**src/rtl/mix_columns_seq_pkg.sv**
```systemverilog
// Shared GF(2^8) helpers, MixColumns coefficient sets and FSM state encoding
// for the AES MixColumns / InvMixColumns engine.
package mix_columns_seq_pkg;

    localparam logic [31:0] MIX_FWD = 32'h02030101;
    localparam logic [31:0] MIX_INV = 32'h0e0b0d09;

    typedef enum logic [1:0] {
        IDLE = 2'd0,
        RUN  = 2'd1,
        DONE = 2'd2
    } state_e;

    function automatic logic [7:0] xtime(input logic [7:0] b);
        return {b[6:0], 1'b0} ^ (b[7] ? 8'h1b : 8'h00);
    endfunction

    // Every MixColumns coefficient fits in a nibble, so a 3-step xtime chain covers them all.
    function automatic logic [7:0] gf_mul_const(input logic [7:0] b, input logic [3:0] coef);
        logic [7:0] x2;
        logic [7:0] x4;
        logic [7:0] x8;
        x2 = xtime(b);
        x4 = xtime(x2);
        x8 = xtime(x4);
        return ({8{coef[0]}} & b) ^ ({8{coef[1]}} & x2) ^
               ({8{coef[2]}} & x4) ^ ({8{coef[3]}} & x8);
    endfunction

endpackage

```
**src/rtl/mix_columns_seq_unit.sv**
```systemverilog
// Combinational single-column MixColumns / InvMixColumns; row 0 is the column MSB byte.
module mix_column_unit
    import mix_columns_seq_pkg::*;
(
    input  logic [31:0] col_i,
    input  logic        inv_i,
    output logic [31:0] col_o
);

    always_comb begin
        col_o = '0;
        for (int r = 0; r < 4; r++) begin
            for (int k = 0; k < 4; k++) begin
                col_o[31-8*r -: 8] = col_o[31-8*r -: 8] ^ gf_mul_const(
                    col_i[31-8*k -: 8],
                    inv_i ? MIX_INV[27-8*((k-r+4)%4) -: 4]
                          : MIX_FWD[27-8*((k-r+4)%4) -: 4]);
            end
        end
    end

endmodule

```
**src/rtl/mix_columns_seq.sv**
```systemverilog
// Iterative MixColumns engine: transforms COLS_PER_CYCLE columns per clock in place,
// then holds the full result until the downstream stage takes it.
//
// state | meaning
// IDLE  | waiting for a state; in_ready=1
// RUN   | transforming column groups of work_q; busy=1
// DONE  | out_state valid and stable until out_ready; may accept the next state
module mix_columns_seq
    import mix_columns_seq_pkg::*;
#(
    parameter int COLS_PER_CYCLE = 4
) (
    input  logic         clk,
    input  logic         rst_n,
    input  logic         in_valid,
    output logic         in_ready,
    input  logic [127:0] in_state,
    input  logic         in_inverse,
    output logic         out_valid,
    input  logic         out_ready,
    output logic [127:0] out_state,
    output logic         busy
);

    if (!(COLS_PER_CYCLE == 1 || COLS_PER_CYCLE == 2 || COLS_PER_CYCLE == 4)) begin : g_bad_cols
        $error("mix_columns_seq: COLS_PER_CYCLE must be 1, 2 or 4");
    end

    localparam logic [1:0] COL_STEP = 2'(COLS_PER_CYCLE);
    localparam logic [1:0] LAST_GRP = 2'(4 - COLS_PER_CYCLE);

    state_e         state_q;
    logic [1:0]     col_cnt_q;
    logic [127:0]   work_q;
    logic [127:0]   work_d;
    logic           inv_q;
    logic [127:0]   out_state_q;
    logic           out_valid_q;
    logic           busy_q;
    logic           accept;
    logic           last_grp;

    logic [1:0]     col_idx  [COLS_PER_CYCLE];
    logic [31:0]    unit_in  [COLS_PER_CYCLE];
    logic [31:0]    unit_out [COLS_PER_CYCLE];

    for (genvar i = 0; i < COLS_PER_CYCLE; i++) begin : g_unit
        assign col_idx[i] = col_cnt_q + 2'(i);
        assign unit_in[i] = work_q[127-32*col_idx[i] -: 32];
        mix_column_unit u_col (
            .col_i (unit_in[i]),
            .inv_i (inv_q),
            .col_o (unit_out[i])
        );
    end

    always_comb begin
        work_d = work_q;
        for (int i = 0; i < COLS_PER_CYCLE; i++) begin
            work_d[127-32*col_idx[i] -: 32] = unit_out[i];
        end
    end

    assign in_ready  = rst_n && ((state_q == IDLE) || (state_q == DONE && out_ready));
    assign accept    = in_valid && in_ready;
    assign last_grp  = (col_cnt_q == LAST_GRP);
    assign out_valid = out_valid_q;
    assign out_state = out_state_q;
    assign busy      = busy_q;

    always_ff @(posedge clk) begin
        if (!rst_n) begin
            state_q     <= IDLE;
            col_cnt_q   <= '0;
            work_q      <= '0;
            inv_q       <= 1'b0;
            out_state_q <= '0;
            out_valid_q <= 1'b0;
            busy_q      <= 1'b0;
        end else begin
            case (state_q)
                IDLE: begin
                    if (accept) begin
                        work_q    <= in_state;
                        inv_q     <= in_inverse;
                        col_cnt_q <= '0;
                        busy_q    <= 1'b1;
                        state_q   <= RUN;
                    end
                end
                RUN: begin
                    work_q    <= work_d;
                    col_cnt_q <= col_cnt_q + COL_STEP;
                    if (last_grp) begin
                        out_state_q <= work_d;
                        out_valid_q <= 1'b1;
                        busy_q      <= 1'b0;
                        state_q     <= DONE;
                    end
                end
                DONE: begin
                    if (out_ready) begin
                        out_valid_q <= 1'b0;
                        if (in_valid) begin
                            work_q    <= in_state;
                            inv_q     <= in_inverse;
                            col_cnt_q <= '0;
                            busy_q    <= 1'b1;
                            state_q   <= RUN;
                        end else begin
                            state_q <= IDLE;
                        end
                    end
                end
                default: state_q <= IDLE;
            endcase
        end
    end

endmodule

```
**config.mk**
```make
export PLATFORM = sky130hd
export DESIGN_NAME = mix_columns_seq
export DESIGN_NICKNAME = d
export VERILOG_FILES = /design/src/rtl/mix_columns_seq_pkg.sv /design/src/rtl/mix_columns_seq_unit.sv /design/src/rtl/mix_columns_seq.sv
export SDC_FILE = /design/constraint.sdc
export NUM_CORES = 1
export LEC_CHECK = 0
export ABC_AREA = 1
export CAP_MARGIN = 5
export CELL_PAD_IN_SITES_DETAIL_PLACEMENT = 0
export CELL_PAD_IN_SITES_GLOBAL_PLACEMENT = 2
export CORE_MARGIN = 8
export CORE_UTILIZATION = 33
export CTS_CLUSTER_DIAMETER = 50
export DETAILED_ROUTE_END_ITERATION = 10
export PLACE_DENSITY = 0.88
export SYNTH_ARGS = -nofsm -noshare
export SYNTH_HDL_FRONTEND = slang
export SYNTH_SLANG_ARGS = --single-unit
```
**constraint.sdc**
```tcl
create_clock -name clk -period 4.6 [get_ports clk]
set_input_delay 1.38 -clock clk [delete_from_list [all_inputs] [get_ports clk]]
set_output_delay 1.38 -clock clk [all_outputs]
set_load 0.01 [all_outputs]
```
Yosys cells after proc, flatten, opt, wreduce, memory -nomap -nowiden
Cells that the tools add are included.
{ "classes": {"n_addsub": 11, "multipliers": 0, "div": 0, "magnitude_cmp": 0, "eq_ne": 6, "shift": 12, "mux": 81, "bitwise": 544, "n_reduce_logical": 15} }
{ "ops": {"columns": ["op", "count"], "rows": [
  ["$xor 8x8->8", 288],
  ["$and 8x8->8", 256],
  ["$shift 32x34->159 const A", 4],
  ["$shiftx 159x33->32", 4],
  ["$shiftx 32x34->159", 4],
  ["$bwmux 128", 4],
  ["$mux 128", 3],
  ["$pmux 128 s3", 1],
  ["$mux 5", 48],
  ["$neg 32->34", 4],
  ["$sub 7x7->8 const A", 4],
  ["$mux 4", 4],
  ["$mux 2", 6],
  ["$mux 1", 10],
  ["$ne 2x2->1 const B", 4],
  ["$reduce_and 4->1", 2],
  ["$pmux 2 s3", 1],
  ["$reduce_and 3->1", 2],
  ["$reduce_and 5->1", 1],
  ["$add 2x2->2 const B", 2],
  ["$logic_not 2->1", 2],
  ["$pmux 1 s2", 2],
  ["$pmux 2 s2", 1],
  ["$reduce_bool 2->1", 2],
  ["8 further kinds", 10]
]} }
{ "totals": {"regBits": 263, "latch_bits": 0, "ram_bits": 0, "mem_bits_ro": 0, "in_bits": 133, "out_inout_bits": 131, "elab_cells": 676, "n_memories": 0} }

Longest topological paths before layout
Gate-level depths: netlist of run 1.
{ "logic_depth": {"depth_word": 19, "mapped_depth": 17, "depth_no_buf": 16} }

Hierarchy
Synthesis of run 1 repeated with hierarchy kept, for this count alone.
{ "hier_totals": {"cells_unflattened": 5227, "hier_area_um2": 29012.8} }
{ "by_module_without_submodules": {"columns": ["module", "n_inst", "cells_each", "area_each_um2", "seq_area_each_um2"], "rows": [
  ["mix_column_unit", 4, 889, 4558.1, 0.0],
  ["mix_columns_seq", 1, 1671, 10780.3, 5225.0]
]} }

Worst setup path before layout of run 1
OpenSTA, ideal clock, no wires.
{ "synth_path": {"kind": "input -> output", "start": "in rst_n", "end": "out in_ready", "arrival_time_ns": 1.851, "t_required_ns": 3.220, "setup_slack_ns": 1.369, "cell_stages": 3, "path_buffers": 1, "path_cell_list": "inv_2 -> clkbuf_1 -> nor2_1"} }
{ "synth_between": {"elab_chain_len": 1} }
{ "synth_rtl": {"columns": ["element", "line", "source"], "rows": [
  ["start, declared", "mix_columns_seq.sv:14", "input logic rst_n,"],
  ["$logic_and 1x1->1", "mix_columns_seq.sv:64", "assign in_ready = rst_n && ((state_q == IDLE) || (state_q == DONE && out_ready));"],
  ["end, declared", "mix_columns_seq.sv:16", "output logic in_ready,"]
]} }
No other way between the ends.

Final worst setup path of run 1
{ "layout_path": {"start": "in out_ready", "end": "out in_ready"} }
{ "layout_between": {"elab_chain_len": 3} }
{ "layout_rtl": {"columns": ["element", "line", "source"], "rows": [
  ["start, declared", "mix_columns_seq.sv:20", "input logic out_ready,"],
  ["$logic_and 1x1->1", "mix_columns_seq.sv:64", null],
  ["$logic_or 1x1->1", "mix_columns_seq.sv:64", null],
  ["$logic_and 1x1->1", "mix_columns_seq.sv:64", null]
]} }
No other way between the ends.

==> flow_metrics.env, run 1 <==
export IMPL_gr_total_overflow=0
export IMPL_routabilityCongestion=0.898
export IMPL_final_layout_setup_total_negative_slack_ns=0
export IMPL_synthDistinctLibCells=40
export IMPL_detailedRoute_firstIterationViolations=1920
export IMPL_clock_tree_buffer_depth=3
export IMPL_max_freq_ghz=0.242
export IMPL_final_net_count=4782
export IMPL_postRouteAntennaNets=0
export IMPL_via_per_inst=4.88
export IMPL_multi_input_area_um2=18800
export IMPL_combPwrFrac=0.449
export IMPL_die_width_um=300
export IMPL_synth_most_common_cell="sky130_fd_sc_hd__nand2_1"
export IMPL_grt_max_degree=170
export IMPL_critical_path_required_ns=3.22
export IMPL_core_region_area_um2=80000
export IMPL_p_leak_nw=14.6
export IMPL_cts_tree="built"
export IMPL_clock_insertion_delay_worst_skew_ns=0.57
export IMPL_synth_cells_most_frequent="1,894 x sky130_fd_sc_hd__nand2_1, 498 x sky130_fd_sc_hd__nand3_1, 419 x sky130_fd_sc_hd__xor2_1, 397 x sky130_fd_sc_hd__inv_1, 280 x sky130_fd_sc_hd__a21oi_1"
export IMPL_ys_flop_type="sky130_fd_sc_hd__dfxtp_1"
export IMPL_cts_made_buffers=39
export IMPL_synth_edf_count=0
export IMPL_synthesized_instance_count=4523
export IMPL_cts_root_buf="sky130_fd_sc_hd__clkbuf_16"
export IMPL_clock_power_share=0.286
export IMPL_flow_area_growth_from_synthesis_pct=17.4
export IMPL_seq_power_share=0.264
export IMPL_synthDominantAreaCellType="sky130_fd_sc_hd__nand2_1"
export IMPL_finalHoldViolations=0
export IMPL_initial_antenna_violation_count=2
export IMPL_routed_via_count=28000
export IMPL_hold_class="reg2reg"
export IMPL_preCtsSetupSlack_ns=0.454
export IMPL_final_max_slew_viol_count=0
export IMPL_synthesis_area_um2=26500
export IMPL_quantity_of_i_o_buffers_inserted_on_ports=263
export IMPL_yosys_warnings=0
export IMPL_tritoncts_num_sinks=261
export IMPL_cts_clk_slew_worst_paths_ns=0.05
export IMPL_filler_cell_count=8813
export IMPL_top_post_synthesis_cells_by_area="sky130_fd_sc_hd__nand2_1 27%, sky130_fd_sc_hd__dfxtp_1 20%, sky130_fd_sc_hd__xor2_1 14%, sky130_fd_sc_hd__nand3_1 9.4%, sky130_fd_sc_hd__inv_1 5.6%"
export IMPL_rows=104
export IMPL_wire_per_inst_um=17.3
export IMPL_fin_worst_skew_ns=0.0156
export IMPL_grt_pass1_vias=25900
export IMPL_initial_utilization=0.332
export IMPL_fin_ws_ns=0.464
export IMPL_worst_setup_path_start_kind="input pin"
export IMPL_die_area_um2=89800
export IMPL_cts_htree_levels=2
export IMPL_cts_hold_buf=0
export IMPL_outcome="finished clean"
export IMPL_vdd_ir_drop_max_uv=274
export IMPL_critical_path_endpoint_type="primary output"
export IMPL_synth_net_count=4656
export IMPL_period_minus_slack_ns=4.14
export IMPL_dp_hpwl_mm=76.9
export IMPL_post_route_cells_drive_above_1_share=0.0417
export IMPL_io_pins=264
export IMPL_netSwitchingPower_w=0.00475
export IMPL_rsz0062_at_grt="no"
export IMPL_drtPass1Iterations=6
export IMPL_grtUsageTotal=0.213
export IMPL_synth_ff_latch_count=261
export IMPL_max_slew_margin_rel=0.260
export IMPL_die_h_um=300
export IMPL_p_int_w=0.00641
export IMPL_sequential_cell_area_um2=5230
export IMPL_share_of_flip_flops_with_an_asynchronous_set_or_reset_after_synthesis=0
export IMPL_remaining_drc_errors=0
export IMPL_route_final_wire_length_mm=99.5
export IMPL_min_period_over_period=0.899
export IMPL_timing_setup_critical_path_class="in2out"
export IMPL_maxCapViolations=0
export IMPL_hold_ws_ns=0.462
export IMPL_synth_top_area_share=0.268
export IMPL_critical_path_peak_fanout=3
export IMPL_netSwitchingFraction=0.426
export IMPL_wire_length_of_the_first_global_routing_pass_mm=154
export IMPL_cts_post_setup_buffers_inserted=0
export IMPL_cts_repair_resize_count=0
export IMPL_synth_seq_area_share=0.197
export IMPL_power_density_nw_per_um2=358
export IMPL_worst_ep_arrival_time_ns=2.76
export IMPL_timing_final_setup_violations=0
export IMPL_post_synth_cell_area_avg_um2=5.87
export IMPL_worst_slew_pin_slew_ns=1.11
-- metrics by stage --
| step | power, W | instances | util | cell area, um2 |
|---|---|---|---|---|
| floorplan | 0.00654 | 4523 | - | 26500 |
| global placement | 0.00795 | 5668 | 0.372 | 29800 |
| detailed placement | 0.00798 | 5668 | 0.372 | 29800 |
| CTS | 0.0113 | 5736 | 0.389 | 31100 |
| global route | 0.0120 | 5737 | 0.389 | 31100 |
| finish | 0.0112 | 5738 | 0.389 | 31200 |
-- cells in the final DEF (no fill, tap or decap), types with 3 or more instances in the layout --
master / count
sky130_fd_sc_hd__a21o_1: 3
sky130_fd_sc_hd__a21oi_1: 280
sky130_fd_sc_hd__a22oi_1: 127
sky130_fd_sc_hd__and2_1: 4
sky130_fd_sc_hd__buf_12: 5
sky130_fd_sc_hd__buf_4: 14
sky130_fd_sc_hd__bufinv_16: 5
sky130_fd_sc_hd__clkbuf_16: 40
sky130_fd_sc_hd__clkbuf_8: 6
sky130_fd_sc_hd__clkdlybuf4s50_1: 263
sky130_fd_sc_hd__clkinv_4: 3
sky130_fd_sc_hd__dfxtp_1: 260
sky130_fd_sc_hd__inv_1: 397
sky130_fd_sc_hd__inv_2: 18
sky130_fd_sc_hd__inv_6: 5
sky130_fd_sc_hd__inv_8: 5
sky130_fd_sc_hd__nand2_1: 1894
sky130_fd_sc_hd__nand2_2: 28
sky130_fd_sc_hd__nand3_1: 498
sky130_fd_sc_hd__nand3_2: 21
sky130_fd_sc_hd__nand3b_1: 37
sky130_fd_sc_hd__nand4_1: 15
sky130_fd_sc_hd__nor2_1: 55
sky130_fd_sc_hd__nor2_2: 4
sky130_fd_sc_hd__nor2_4: 10
sky130_fd_sc_hd__o211ai_1: 4
sky130_fd_sc_hd__o21ai_0: 29
sky130_fd_sc_hd__o21ai_1: 5
sky130_fd_sc_hd__o21ai_2: 6
sky130_fd_sc_hd__o22ai_1: 3
sky130_fd_sc_hd__or2_1: 17
sky130_fd_sc_hd__or2_2: 12
sky130_fd_sc_hd__xnor2_1: 161
sky130_fd_sc_hd__xor2_1: 419
sky130_fd_sc_hd__xor2_2: 4
-- worst max-delay path, stage by stage --
cell	delay [ns]
sky130_fd_sc_hd__clkdlybuf4s50_1	0.49
sky130_fd_sc_hd__nor3_1	0.06
sky130_fd_sc_hd__inv_1	0.06
sky130_fd_sc_hd__nand2_1	0.11
sky130_fd_sc_hd__nor2_1	0.11
sky130_fd_sc_hd__clkdlybuf4s50_1	0.55
-- power groups by stage --
stage | clock network, W | logic (W) | registers, W
after CTS | 0.00330 | 0.00502 | 0.00294
after detailed placement | 0 | 0.00500 | 0.00299
after floorplan | 0 | 0.00380 | 0.00274
after global placement | 0 | 0.00496 | 0.00299
after global routing | 0.00339 | 0.00566 | 0.00299
final | 0.00320 | 0.00502 | 0.00295
-- path summary, 6_finish.rpt --
| path | startpoint | end | slack, ns | cells past startpoint |
|---|---|---|---|---|
| hold / removal | out_state[14] | out_state[14] | 0.46 | 2 |
| setup reg to reg | inv_q | work_q[36] | 1.59 | 13 |
| setup / recovery | out_ready | in_ready | 0.46 | 6 |
| hold reg to reg | out_state[14] | out_state[14] | 0.46 | 2 |
-- layout make-up --
| cell class | instances | area share |
|---|---|---|
| antenna | 2 | 0.000161 |
| clock buffer | 48 | 0.0350 |
| clock inverter | 20 | 0.00932 |
| inverter | 419 | 0.0510 |
| multi-input combinational | 3646 | 0.603 |
| sequential | 261 | 0.168 |
| tap | 1060 | 0.0426 |
| timing repair buffer | 282 | 0.0911 |
-- registers in the layout, indices dropped and copies added (netlist names) --
register / count
out_state: 128
work_q: 128
inv_q: 1
busy: 1
state_q: 2
out_valid: 1
-- metal layers --
layer,vias to the layer above,part of all wire,global-route usage,wire length [um]
met1,12700,0.48,0.301,48100
met4,0,0.026,0.0535,2580
met3,117,0.053,0.0291,5230
met2,673,0.44,0.339,43600
li1,14500,-,-,-
met5,-,0,0,0
-- cell families (layout without fill, tap and decap cells) --
| group | Yosys count | in the layout | synth area share |
|---|---|---|---|
| buffers and inverters | 616 | 769 | 0.0963 |
| DFF | 261 | 261 | 0.197 |
| xor gates and xnor gates | 584 | 584 | 0.194 |
| other | 0 | 2 | 0 |
| and+or+nand+nor | 2602 | 2602 | 0.413 |
| AOI/OAI and AO/OA | 460 | 460 | 0.101 |
(Power assumes the default switching activity.)
==> run 2: changes to the inputs <==
--- a/config.mk
+++ b/config.mk
@@ -9,11 +9,11 @@
 export CAP_MARGIN = 5
 export CELL_PAD_IN_SITES_DETAIL_PLACEMENT = 0
 export CELL_PAD_IN_SITES_GLOBAL_PLACEMENT = 2
-export CORE_MARGIN = 8
 export CORE_UTILIZATION = 33
 export CTS_CLUSTER_DIAMETER = 50
 export DETAILED_ROUTE_END_ITERATION = 10
 export PLACE_DENSITY = 0.88
+export SKIP_CTS_REPAIR_TIMING = 1
 export SYNTH_ARGS = -nofsm -noshare
 export SYNTH_HDL_FRONTEND = slang
 export SYNTH_SLANG_ARGS = --single-unit
==> run 2 against run 1 <==
Compared with the run above:
- maximum frequency shrank 2.6%
- critical path depth fell by 2
- via count barely moved
- sequential cell count did not move
- critical path type unchanged
- final area is 0.51% lower
- routed wire length decreased by 1.5%
- utilization increased by 0.18 points
- non-clock buffer count decreased by 2
- count of clock-buffer cells in the layout is 3 higher
- largest power group unchanged
- combinational power about the same
- global-route usage increased by 1.9 points
==> flow_metrics.env, run 2 (same netlist as run 1, synthesis figures left out) <==
export IMPL_outcome="finished clean"
export IMPL_cts_htree_levels=2
export IMPL_fin_worst_skew_ns=0.0133
export IMPL_layout_cells_non_filler=5727
export IMPL_power_density_nw_per_um2=350
export IMPL_cts_made_buffers=38
export IMPL_io_pins=264
export IMPL_min_delay_path_depth=2
export IMPL_flow_area_growth_from_synthesis_pct=16.8
export IMPL_layout_core_utilization=0.391
export IMPL_vdd_ir_drop_max_uv=279
export IMPL_layout_cells_most_common_list="1,894 x sky130_fd_sc_hd__nand2_1, 498 x sky130_fd_sc_hd__nand3_1, 419 x sky130_fd_sc_hd__xor2_1, 397 x sky130_fd_sc_hd__inv_1, 280 x sky130_fd_sc_hd__a21oi_1"
export IMPL_wire_per_inst_um=17.1
export IMPL_max_freq_ghz=0.236
export IMPL_wire_length_of_the_first_global_routing_pass_mm=149
export IMPL_critical_path_required_ns=3.22
export IMPL_remaining_drc_errors=0
export IMPL_worst_setup_path_start_kind="input pin"
export IMPL_max_slew_margin_rel=0.289
export IMPL_placement_stage_cell_area_um2=29800
export IMPL_placed_cells_incl_taps=5656
export IMPL_grtUsageTotal=0.232
export IMPL_worst_slew_pin_slew_ns=1.07
export IMPL_timing_final_setup_violations=0
export IMPL_die_width_um=286
export IMPL_worst_r2r_startpoint="inv_q"
export IMPL_dp_hpwl_mm=75.6
export IMPL_drtPass1Iterations=5
export IMPL_worst_ep_arrival_time_ns=2.86
export IMPL_grt_max_degree=188
export IMPL_critical_path_endpoint_type="primary output"
export IMPL_initial_utilization=0.335
export IMPL_final_layout_setup_total_negative_slack_ns=0
export IMPL_critical_path_startpoint="rst_n"
export IMPL_min_period_over_period=0.923
export IMPL_period_minus_slack_ns=4.24
export IMPL_routabilityCongestion=0.902
export IMPL_postRouteAntennaNets=0
export IMPL_rsz0062_at_grt="no"
export IMPL_cts_tree="built"
export IMPL_initial_antenna_violation_count=3
export IMPL_route_final_wire_length_mm=98.0
export IMPL_p_leak_nw=14.5
export IMPL_die_h_um=286
export IMPL_final_net_count=4779
export IMPL_via_per_inst=4.88
export IMPL_hold_class="reg2reg"
export IMPL_hold_start="out_state[123]"
export IMPL_clock_insertion_delay_worst_skew_ns=0.56
export IMPL_rows=103
export IMPL_tritoncts_num_sinks=261
export IMPL_layout_cells_most_common="sky130_fd_sc_hd__nand2_1"
export IMPL_core_region_area_um2=79300
export IMPL_gr_total_overflow=0
export IMPL_grt_pass1_vias=25200
export IMPL_preCtsSetupSlack_ns=0.337
export IMPL_clock_tree_buffer_depth=3
export IMPL_routed_via_count=28000
export IMPL_maxCapViolations=0
export IMPL_quantity_of_i_o_buffers_inserted_on_ports=263
export IMPL_cts_root_buf="sky130_fd_sc_hd__clkbuf_16"
export IMPL_reg2reg_depth=12
export IMPL_cts_clk_slew_worst_paths_ns=0.05
export IMPL_final_max_slew_viol_count=0
export IMPL_finalHoldViolations=0
export IMPL_die_area_um2=81600
export IMPL_critical_path_peak_fanout=2
export IMPL_final_design_area_no_fill_um2=31000
export IMPL_post_route_cells_drive_above_1_share=0.0402
export IMPL_fin_ws_ns=0.356
export IMPL_timing_setup_critical_path_class="in2out"
export IMPL_detailedRoute_firstIterationViolations=1936
==> run 2: cell types whose count changed in the layout (fill, tap and decap cells not counted) <==
| cell | before | now |
|---|---|---|
| sky130_fd_sc_hd__clkbuf_8 | 6 | 5 |
| sky130_fd_sc_hd__clkinvlp_4 | 1 | 4 |
| sky130_fd_sc_hd__clkinv_2 | 2 | 1 |
| sky130_fd_sc_hd__clkbuf_16 | 40 | 39 |
| sky130_fd_sc_hd__inv_8 | 5 | 4 |
| sky130_fd_sc_hd__buf_12 | 5 | 6 |
| sky130_fd_sc_hd__buf_4 | 14 | 11 |
| sky130_fd_sc_hd__clkinv_8 | 1 | 2 |
| sky130_fd_sc_hd__clkbuf_1 | 2 | 7 |
| sky130_fd_sc_hd__diode_2 | 2 | 3 |
| sky130_fd_sc_hd__bufinv_16 | 5 | 0 |
==> run 2: worst max-delay path: stages <==
cell and delay, ns:
sky130_fd_sc_hd__clkdlybuf4s50_1 0.68, sky130_fd_sc_hd__inv_8 0.05, sky130_fd_sc_hd__nor2_1 0.18, sky130_fd_sc_hd__clkdlybuf4s50_1 0.56
==> run 2: area by class of cell <==
class | instances | area [um2]
fillers | 8759 | 48300
multi-input cells | 3646 | 18800
flip-flops and latches | 261 | 5230
repair buffers | 280 | 2840
inverters | 419 | 1590
well taps | 1050 | 1310
clock buffers | 51 | 1070
clock inverters | 17 | 163
diodes | 3 | 7.51
==> run 2: power breakdown <==
group          switching, W  internal, W  leakage [nW]
clock               0.00121      0.00167         0.592
combinational       0.00312      0.00190          11.8
sequential         0.000432      0.00252          2.13
==> run 2: layer usage <==
| layer | wire length [um] | vias to the layer above | track usage | share of wire |
|---|---|---|---|---|
| met5 | 0 | - | 0 | 0 |
| met1 | 47900 | 12700 | 0.329 | 0.49 |
| met3 | 4460 | 111 | 0.0283 | 0.046 |
| li1 | - | 14500 | - | - |
| met4 | 2170 | 0 | 0.0575 | 0.022 |
| met2 | 43500 | 620 | 0.370 | 0.44 |
==> run 2: worst paths after layout <==
kind                                  endpoint  slack (ns)
worst max-delay path                  in_ready        0.36
worst min-delay path            out_state[123]        0.46
worst max register to register   out_state[37]        1.66
worst min register to register  out_state[123]        0.46
==> run 2: per-stage QoR <==
stage	hold WS (ns)	power, W
finish	0.462	0.0109
global route	0.473	0.0117
CTS	0.463	0.0109
detailed placement	0.454	0.00798
global placement	0.452	0.00794
floorplan	0.467	0.00654
==> run 3: changes to the inputs <==
--- a/config.mk
+++ b/config.mk
@@ -9,10 +9,11 @@
 export CAP_MARGIN = 5
 export CELL_PAD_IN_SITES_DETAIL_PLACEMENT = 0
 export CELL_PAD_IN_SITES_GLOBAL_PLACEMENT = 2
-export CORE_UTILIZATION = 33
+export CORE_UTILIZATION = 25
+export CTS_BUF_LIST = sky130_fd_sc_hd__clkbuf_4 sky130_fd_sc_hd__clkbuf_8 sky130_fd_sc_hd__clkbuf_16
 export CTS_CLUSTER_DIAMETER = 50
 export DETAILED_ROUTE_END_ITERATION = 10
-export PLACE_DENSITY = 0.88
+export PLACE_DENSITY = 0.69
 export SKIP_CTS_REPAIR_TIMING = 1
 export SYNTH_ARGS = -nofsm -noshare
 export SYNTH_HDL_FRONTEND = slang
==> run 3 against run 2 <==
Compared with the run above:
- sequential power barely moved
- register-to-register slack got worse by 0.12 ns
- non-clock buffer count unchanged
- largest power group unchanged
- clock skew up 0.0098 ns
- sequential share of layout area shrank 0.50 points
- total power up 9.6%
- sequential cell count unchanged
- critical path depth up 2
- hold slack about the same
==> flow_metrics.env, run 3 (same netlist as run 1, synthesis figures left out) <==
export IMPL_detailedRoute_firstIterationViolations=1846
export IMPL_finalHoldViolations=0
export IMPL_die_width_um=328
export IMPL_clock_tree_buffer_depth=3
export IMPL_grt_max_degree=144
export IMPL_critical_path_required_ns=3.22
export IMPL_tritoncts_num_sinks=261
export IMPL_critical_path_endpoint_type="primary output"
export IMPL_io_pins=264
export IMPL_flow_area_growth_from_synthesis_pct=20.3
export IMPL_wire_length_of_the_first_global_routing_pass_mm=163
export IMPL_initial_utilization=0.252
export IMPL_p_leak_nw=14.8
export IMPL_layout_cells_most_common="sky130_fd_sc_hd__nand2_1"
export IMPL_path_delay_family="buffers and inverters"
export IMPL_postRouteAntennaNets=0
export IMPL_routabilityCongestion=0.855
export IMPL_worst_path_max_delay_cell="sky130_fd_sc_hd__clkdlybuf4s50_1"
export IMPL_maxCapViolations=0
export IMPL_drtPass1Iterations=5
export IMPL_cts_clk_slew_worst_paths_ns=0.04
export IMPL_timing_final_setup_violations=0
export IMPL_clock_insertion_delay_worst_skew_ns=0.63
export IMPL_gr_total_overflow=0
export IMPL_max_slew_margin_rel=0.336
export IMPL_min_period_over_period=0.917
export IMPL_hold_class="reg2reg"
export IMPL_cts_made_buffers=49
export IMPL_filler_cell_count=11800
export IMPL_wire_per_inst_um=17.8
export IMPL_worst_setup_path_start_kind="input pin"
export IMPL_max_freq_ghz=0.237
export IMPL_quantity_of_i_o_buffers_inserted_on_ports=263
export IMPL_worst_ep_arrival_time_ns=2.84
export IMPL_rows=119
export IMPL_crit_top_cell="sky130_fd_sc_hd__clkdlybuf4s50_1"
export IMPL_grtUsageTotal=0.198
export IMPL_route_final_wire_length_mm=109
export IMPL_die_area_um2=107000
export IMPL_cts_tree="built"
export IMPL_cts_root_buf="sky130_fd_sc_hd__clkbuf_16"
export IMPL_core_region_area_um2=105000
export IMPL_final_max_slew_viol_count=0
export IMPL_vdd_ir_drop_max_uv=253
export IMPL_timing_setup_critical_path_class="in2out"
export IMPL_worstPathCellList="clkdlybuf4s50_1 > nor3_1 > inv_1 > nand2_1 > nor2_1 > clkdlybuf4s50_1"
export IMPL_crit_buf_inv=3
export IMPL_critical_path_max_stage_delay_ns=0.56
export IMPL_outcome="finished clean"
export IMPL_remaining_drc_errors=0
export IMPL_layout_cells_most_common_list="1,894 x sky130_fd_sc_hd__nand2_1, 498 x sky130_fd_sc_hd__nand3_1, 419 x sky130_fd_sc_hd__xor2_1, 397 x sky130_fd_sc_hd__inv_1, 280 x sky130_fd_sc_hd__a21oi_1"
export IMPL_critical_path_peak_fanout=3
export IMPL_rsz0062_at_grt="no"
export IMPL_grt_pass1_vias=26100
export IMPL_hold_ws_ns=0.462
export IMPL_initial_antenna_violation_count=1
export IMPL_fin_worst_skew_ns=0.0231
export IMPL_post_route_cells_drive_above_1_share=0.0466
export IMPL_layout_cells_non_filler=6092
export IMPL_dp_hpwl_mm=84.0
export IMPL_final_net_count=4790
export IMPL_cts_htree_levels=2
export IMPL_placed_cells_incl_taps=5997
export IMPL_period_minus_slack_ns=4.22
export IMPL_power_density_nw_per_um2=372
export IMPL_final_layout_setup_total_negative_slack_ns=0
export IMPL_worst_slew_pin_slew_ns=0.995
export IMPL_via_per_inst=4.57
export IMPL_die_h_um=328
export IMPL_routed_via_count=27800
run 3: per-stage QoR:
| stage | utilization | power, W | setup slack (ns) | instance area [um2] |
|---|---|---|---|---|
| floorplan | - | 0.00654 | 1.37 | 26500 |
| global placement | 0.287 | 0.00809 | 0.362 | 30200 |
| detailed placement | 0.287 | 0.00810 | 0.369 | 30200 |
| CTS | 0.303 | 0.0121 | 0.363 | 31900 |
| global route | 0.303 | 0.0128 | 0.293 | 31900 |
| finish | 0.303 | 0.0119 | 0.380 | 31900 |
run 3: path summary, 6_finish.rpt:
check,start,endpoint,cells after the start,slack [ns]
setup / recovery,out_ready,in_ready,6,0.38
hold / removal,out_state[59],out_state[59],2,0.46
setup reg to reg,inv_q,work_q[60],13,1.54
hold reg to reg,out_state[59],out_state[59],2,0.46
run 3: routing by layer:
layer  wire [um]  up-vias  GRT usage
met5           0        -          0
met4        2350        0     0.0502
met3        4360      106     0.0250
met2       47600      536      0.312
met1       54300    12600      0.283
li1            -    14600          -
run 3: worst register-to-register path: stages (launching register included):
cell                      delay (ns)
sky130_fd_sc_hd__dfxtp_4        0.78
sky130_fd_sc_hd__buf_12         0.40
sky130_fd_sc_hd__nand3_1        0.43
sky130_fd_sc_hd__nand2_1        0.28
sky130_fd_sc_hd__nand2_1        0.18
sky130_fd_sc_hd__nand2_1        0.09
sky130_fd_sc_hd__nand2_1        0.09
sky130_fd_sc_hd__nand2_1        0.10
sky130_fd_sc_hd__nand2_1        0.05
sky130_fd_sc_hd__nand2_1        0.05
sky130_fd_sc_hd__nand2_1        0.05
sky130_fd_sc_hd__nand2_1        0.06
sky130_fd_sc_hd__nand3_1        0.21
sky130_fd_sc_hd__a21oi_1        0.21
run 3: power breakdown:
part | total [W] | internal (W) | switching [W]
clock network | 0.00384 | 0.00236 | 0.00148
registers | 0.00296 | 0.00252 | 0.000442
logic | 0.00510 | 0.00190 | 0.00319
run 3: layout make-up:
type                            count  area (um2)  area share
Timing Repair Buffer              280        2850      0.0892
Clock inverter                     34         405      0.0127
Multi-Input combinational cell   3646       18800       0.588
Clock buffer                       58        1340      0.0419
Inverter                          419        1590      0.0497
Antenna cell                        3        7.51    0.000235
Sequential cell                   261        5230       0.164
Tap cell                         1391        1740      0.0545
